==> src/rtl/mdu_divider_if.sv <==
// Handshake and operand/result bundle for the multi-cycle MDU divider.
// The requester drives the master side; the divider drives the slave side.
interface mdu_divider_if #(
  parameter int WIDTH = 32
);
  logic             start;
  logic             is_signed;
  logic [WIDTH-1:0] dividend;
  logic [WIDTH-1:0] divisor;
  logic             busy;
  logic             done;
  logic [WIDTH-1:0] quotient;
  logic [WIDTH-1:0] remainder;
  logic             div_by_zero;

  modport master (
    output start, is_signed, dividend, divisor,
    input  busy, done, quotient, remainder, div_by_zero
  );

  modport slave (
    input  start, is_signed, dividend, divisor,
    output busy, done, quotient, remainder, div_by_zero
  );
endinterface

==> src/rtl/mdu_divider.sv <==
// Restoring signed/unsigned divider, one quotient bit per clock (DIV/DIVU -> LO/HI).
// Optional MDU_DIV_ZERO_FAST_EN: a zero divisor skips the iterations and finishes in two edges.
module mdu_divider #(
  parameter int WIDTH = 32,
  parameter int CNT_W = 6
) (
  input  logic clk,
  input  logic rst,
  mdu_divider_if.slave bus
);

  typedef enum logic [1:0] {IDLE, RUN, FIX, DONE} state_t;

  state_t           state;
  logic [CNT_W-1:0] counter;
  logic [WIDTH-1:0] rem;
  logic [WIDTH-1:0] quo;
  logic [WIDTH-1:0] dvs_mag;
  logic [WIDTH-1:0] dvd_raw;
  logic             q_neg;
  logic             r_neg;
  logic             dbz;

  logic [WIDTH-1:0] dvd_mag_in;
  logic [WIDTH-1:0] dvs_mag_in;
  logic [WIDTH:0]   rem_sh;
  logic [WIDTH:0]   trial;
  logic             divisor_zero;

  assign dvd_mag_in   = (bus.is_signed && bus.dividend[WIDTH-1]) ? -bus.dividend : bus.dividend;
  assign dvs_mag_in   = (bus.is_signed && bus.divisor[WIDTH-1])  ? -bus.divisor  : bus.divisor;
  assign divisor_zero = (bus.divisor == '0);

  // The extra top bit of the trial subtraction acts as the borrow/sign.
  assign rem_sh = {rem, quo[WIDTH-1]};
  assign trial  = rem_sh - {1'b0, dvs_mag};

  always_ff @(posedge clk) begin
    if (rst) begin
      state           <= IDLE;
      counter         <= '0;
      rem             <= '0;
      quo             <= '0;
      dvs_mag         <= '0;
      dvd_raw         <= '0;
      q_neg           <= 1'b0;
      r_neg           <= 1'b0;
      dbz             <= 1'b0;
      bus.busy        <= 1'b0;
      bus.done        <= 1'b0;
      bus.quotient    <= '0;
      bus.remainder   <= '0;
      bus.div_by_zero <= 1'b0;
    end else begin
      case (state)
        IDLE, DONE: begin
          bus.done <= 1'b0;
          if (bus.start) begin
            rem      <= '0;
            quo      <= dvd_mag_in;
            dvs_mag  <= dvs_mag_in;
            dvd_raw  <= bus.dividend;
            q_neg    <= bus.is_signed & (bus.dividend[WIDTH-1] ^ bus.divisor[WIDTH-1]);
            r_neg    <= bus.is_signed & bus.dividend[WIDTH-1];
            dbz      <= divisor_zero;
            counter  <= '0;
            bus.busy <= 1'b1;
`ifdef MDU_DIV_ZERO_FAST_EN
            state    <= divisor_zero ? FIX : RUN;
`else
            state    <= RUN;
`endif
          end else begin
            state <= IDLE;
          end
        end

        RUN: begin
          if (!trial[WIDTH]) begin
            rem <= trial[WIDTH-1:0];
            quo <= {quo[WIDTH-2:0], 1'b1};
          end else begin
            rem <= rem_sh[WIDTH-1:0];
            quo <= {quo[WIDTH-2:0], 1'b0};
          end
          counter <= counter + CNT_W'(1);
          if (counter == CNT_W'(WIDTH - 1)) begin
            state <= FIX;
          end
        end

        FIX: begin
          // A zero divisor reports all-ones and the raw dividend regardless of signedness.
          if (dbz) begin
            bus.quotient  <= '1;
            bus.remainder <= dvd_raw;
          end else begin
            bus.quotient  <= q_neg ? -quo : quo;
            bus.remainder <= r_neg ? -rem : rem;
          end
          bus.div_by_zero <= dbz;
          bus.busy        <= 1'b0;
          bus.done        <= 1'b1;
          state           <= DONE;
        end

        default: state <= IDLE;
      endcase
    end
  end

endmodule

==> src/flat_wrapper.sv <==
// flat-port wrapper written by rule: the top's interface ports become plain ports
module mdu_divider_flat 
#(
  parameter int WIDTH = 32,
  parameter int CNT_W = 6
)
  (clk, rst, bus_start, bus_is_signed, bus_dividend, bus_divisor, bus_busy, bus_done, bus_quotient, bus_remainder, bus_div_by_zero);
  mdu_divider_if #(.WIDTH(WIDTH)) bus_i ();
  input  logic clk;
  input  logic rst;
  input wire logic [$bits(bus_i.start)-1:0] bus_start;
  input wire logic [$bits(bus_i.is_signed)-1:0] bus_is_signed;
  input wire logic [$bits(bus_i.dividend)-1:0] bus_dividend;
  input wire logic [$bits(bus_i.divisor)-1:0] bus_divisor;
  output wire logic [$bits(bus_i.busy)-1:0] bus_busy;
  output wire logic [$bits(bus_i.done)-1:0] bus_done;
  output wire logic [$bits(bus_i.quotient)-1:0] bus_quotient;
  output wire logic [$bits(bus_i.remainder)-1:0] bus_remainder;
  output wire logic [$bits(bus_i.div_by_zero)-1:0] bus_div_by_zero;
  assign bus_i.start = bus_start;
  assign bus_i.is_signed = bus_is_signed;
  assign bus_i.dividend = bus_dividend;
  assign bus_i.divisor = bus_divisor;
  assign bus_busy = bus_i.busy;
  assign bus_done = bus_i.done;
  assign bus_quotient = bus_i.quotient;
  assign bus_remainder = bus_i.remainder;
  assign bus_div_by_zero = bus_i.div_by_zero;
  mdu_divider #(.WIDTH(WIDTH), .CNT_W(CNT_W)) u_core (.clk(clk), .rst(rst), .bus(bus_i));
endmodule
==> config.mk <==
export PLATFORM = sky130hd
export DESIGN_NAME = mdu_divider_flat
export DESIGN_NICKNAME = d
export VERILOG_FILES = /design/src/rtl/mdu_divider_if.sv /design/src/rtl/mdu_divider.sv /design/src/flat_wrapper.sv
export SDC_FILE = /design/constraint.sdc
export NUM_CORES = 1
export LEC_CHECK = 0
export CAP_MARGIN = 20
export CORE_MARGIN = 2
export CORE_UTILIZATION = 40
export CTS_CLUSTER_DIAMETER = 150
export DETAILED_ROUTE_END_ITERATION = 16
export DONT_BUFFER_PORTS = 1
export SYNTH_ARGS = -nofsm -noshare
export SYNTH_HDL_FRONTEND = slang
export SYNTH_SLANG_ARGS = --single-unit
export TNS_END_PERCENT = 20
==> constraint.sdc <==
create_clock -name clk -period 4.4 [get_ports clk]
set_input_delay 0.44 -clock clk [delete_from_list [all_inputs] [get_ports clk]]
set_output_delay 0.44 -clock clk [all_outputs]
set_load 0.02 [all_outputs]
==> results.sh <==
export IMPL_status="finished clean"
export IMPL_antenna_left=0
export IMPL_dr_pass1_iters=5
export IMPL_r2r_slack_ps=730
export IMPL_drv_cap=0
export IMPL_clockPowerShare_pct=27.9
export IMPL_core_mm2=0.0296
export IMPL_synth_ff_type="dfxtp_1"
export IMPL_drt_iter0_markers=722
export IMPL_fmax_mhz=272
export IMPL_wl_per_cell_um=18.4
export IMPL_p_seq_share_pct=37.4
export IMPL_syn_avg_cell_area_um2=7.79
export IMPL_synthXorXnorAreaFrac_pct=10.6
export IMPL_cts_clk_slew_worst_paths_ps=60
export IMPL_drc=0
export IMPL_wirelength_um=35300
export IMPL_synth_seq_cells=206
export IMPL_syn_instance_count=1549
export IMPL_dpl_hpwl_um=25800
export IMPL_p_leak_nw=4.80
export IMPL_tightest_slew_ps=1050
export IMPL_p_sw_w=0.00286
export IMPL_worstPathMaxFanout=15
export IMPL_grt_max_degree=168
export IMPL_fin_tns_setup_ps=0
export IMPL_synth_compound_area_share_pct=22.2
export IMPL_diodes=0
export IMPL_synth_fa_ha_area_share_pct=4.31
export IMPL_setup_viol=0
export IMPL_min_from="rst"
export IMPL_grt_pass1_vias=10200
export IMPL_hold_viol_final=0
export IMPL_worstHoldPathType="in2reg"
export IMPL_fin_skew_ps=23.6
export IMPL_numCtsBuffers=25
export IMPL_slew_headroom_pct=30.0
export IMPL_vias=10800
export IMPL_report_final_slew_viol_count=0
export IMPL_p_int_w=0.00430
export IMPL_critPathKind="reg2reg"
export IMPL_peakVddDrop_v=0.000264
export IMPL_async_flop_share_pct=0
export IMPL_start_util_pct=40.7
export IMPL_fp_row_count=63
export IMPL_synthMuxAreaShare_pct=4.64
export IMPL_p_sw_share_pct=40.0
export IMPL_cts_path_max_buffers=3
export IMPL_fp_dieArea_mm2=0.0316
export IMPL_pin_count=135
export IMPL_cp_data_required_time_ps=4770
export IMPL_grt_pass1_wl_um=55400
export IMPL_grt_ovfl_total=0
export IMPL_antenna_found_initial=0
export IMPL_yosys_warnings=0
export IMPL_via_per_inst=5.62
export IMPL_tritoncts="done"
export IMPL_hold_slack_ps=27.6
export IMPL_clock_latency_ps=540
export IMPL_rsz0062_at_grt="no"
export IMPL_crit_arrival_ps=4040
export IMPL_grt_usage_pct=21.9
export IMPL_area_delta_synth_final_pct=9.66
export IMPL_yosysSeqAreaShare_pct=34.2
export IMPL_drive_gt1_share_pct=5.18
export IMPL_syn_area_mm2=0.0121
export IMPL_post_route_period_util_pct=83.5
export IMPL_synth_cell_types=58
export IMPL_endpoint_kind="flop"
export IMPL_period_minus_slack_ps=3670
export IMPL_r2r_start="u_core.rem[0]"
export IMPL_die_y_um=178
export IMPL_synth_edf_count=0
export IMPL_finalNetCount=1614
export IMPL_htree_levels=1
export IMPL_port_buffers=0
export IMPL_p_comb_share_pct=34.7
export IMPL_yosys_area_share_simple_pct=19.6
export IMPL_syn_nets=1658
export IMPL_root_buffer="clkbuf_16"
export IMPL_worstSetupStartpointType="flop"
export IMPL_synth_top_family_by_area="compound AO/OA/AOI/OAI gates"
export IMPL_startpoint="u_core.rem[0]"
export IMPL_clock_sinks=206
export IMPL_post_cts_setup_buffers=0
export IMPL_cts_resized=0
export IMPL_die_w_um=178
export IMPL_p_per_area_mw_per_mm2=541
export IMPL_gp_congestion=0.886
flip-flops by register name (all words and copies together) (netlist names), 2 cells and up:
name / cells
u_core.dvs_mag: 32
u_core.bus.remainder: 32
u_core.rem: 32
u_core.bus.quotient: 32
u_core.dvd_raw: 32
u_core.quo: 32
u_core.counter: 6
u_core.state: 2
layout make-up:
type / count / area (µm²)
Clock buffer: 36 / 727
Clock inverter: 10 / 71.3
Fill cell: 3030 / 16400
Inverter: 53 / 199
Multi-Input combinational cell: 1199 / 7450
Sequential cell: 206 / 4130
Tap cell: 390 / 488
Timing Repair Buffer: 20 / 180
cell usage in the layout, fill, tap and decap left out, drive strengths merged, types with 7 or more instances in the layout:
cell,n
a211oi,62
a21o,7
a21oi,100
a31oi,32
and3,11
buf,19
clkbuf,36
clkinv,8
dfxtp,206
ha,40
inv,54
mux2i,56
nand2,249
nand2b,14
nand3,31
nor2,138
nor3,10
nor4,11
o211ai,14
o21ai,122
o31ai,32
o41ai,17
or3,24
or4,18
xnor2,52
xor2,94
worst max-delay path: stages (launching register included):
cell      delay (ps)
dfxtp_1          470
inv_1            140
fa_1             420
nand2b_1         190
a21o_1           200
a31oi_1          240
or3_1            230
a311oi_1         180
o21ai_0          610
xor2_4           190
buf_4            300
mux2i_1          220
o21ai_0          100
cell families after synthesis:
| family | after synthesis |
|---|---|
| AO/OA/AOI/OAI | 425 |
| XOR/XNOR | 146 |
| adder cells (fa/ha/maj) | 41 |
| buffers and inverters | 144 |
| flip-flops | 206 |
| multiplexers | 56 |
| AND/OR/NAND/NOR | 531 |
per-stage QoR:
stage | utilization (%) | instances | power, W | area, µm² | setup slack [ps]
global route | 44.7 | 1914 | 0.00762 | 13200 | 497
CTS | 44.7 | 1914 | 0.00721 | 13200 | 715
global placement | 41.8 | 1865 | 0.00513 | 12400 | 912
finish | 44.7 | 1914 | 0.00716 | 13200 | 728
detailed placement | 41.8 | 1866 | 0.00517 | 12400 | 758
floorplan | - | 1549 | 0.00456 | 12100 | 1060
per-layer routing:
layer	GRT usage (%)	part of all wire [%]
met1	28.2	45
met2	36.8	46
met3	5.06	6.9
met4	5.26	2.1
met5	0	0
synth_stat cells (6+ instances only):
cell type    n  share of area (%)
nor4_1      11               0.57
xnor2_1     52                3.8
nor3_1      10               0.41
or4_1       16                1.0
nand2b_1    14               0.73
nand3_1     31                1.3
a31oi_1     32                1.7
and3_1      11               0.57
o21ai_0    122                5.1
clkbuf_1    75                2.3
inv_1       53                1.6
nor2_1     138                4.3
o31ai_1     31                1.9
ha_1        40                4.1
a21o_1       7               0.44
o22ai_1      6               0.31
o41ai_1     15                1.1
o211ai_1    14               0.87
a211oi_1    61                3.8
a21oi_1    100                4.1
or3_1       21                1.1
xor2_1      94                6.8
buf_1       15               0.47
nand2_1    249                7.7
and2_1       6               0.31
dfxtp_1    206                 34
mux2i_1     56                4.6
power groups by stage:
| stage | sequential, W | combinational, W | clock (W) |
|---|---|---|---|
| global placement | 0.00271 | 0.00242 | 0 |
| detailed placement | 0.00272 | 0.00245 | 0 |
| finish | 0.00268 | 0.00249 | 0.00200 |
| global route | 0.00273 | 0.00277 | 0.00211 |
| floorplan | 0.00263 | 0.00193 | 0 |
| CTS | 0.00268 | 0.00249 | 0.00204 |
final timing paths:
check / end / depth (start not counted)
setup / recovery: u_core.rem[18] / 12
hold / removal: u_core.quo[28] / 1
setup reg to reg: u_core.rem[18] / 12
hold reg to reg: u_core.dvd_raw[29] / 2
what timing repair did:
action,in CTS,in global routing
hold buffers,2,0
endpoints found under the setup margin,0,0
endpoints found under the hold margin,167,0
(Power assumes the default switching activity.)
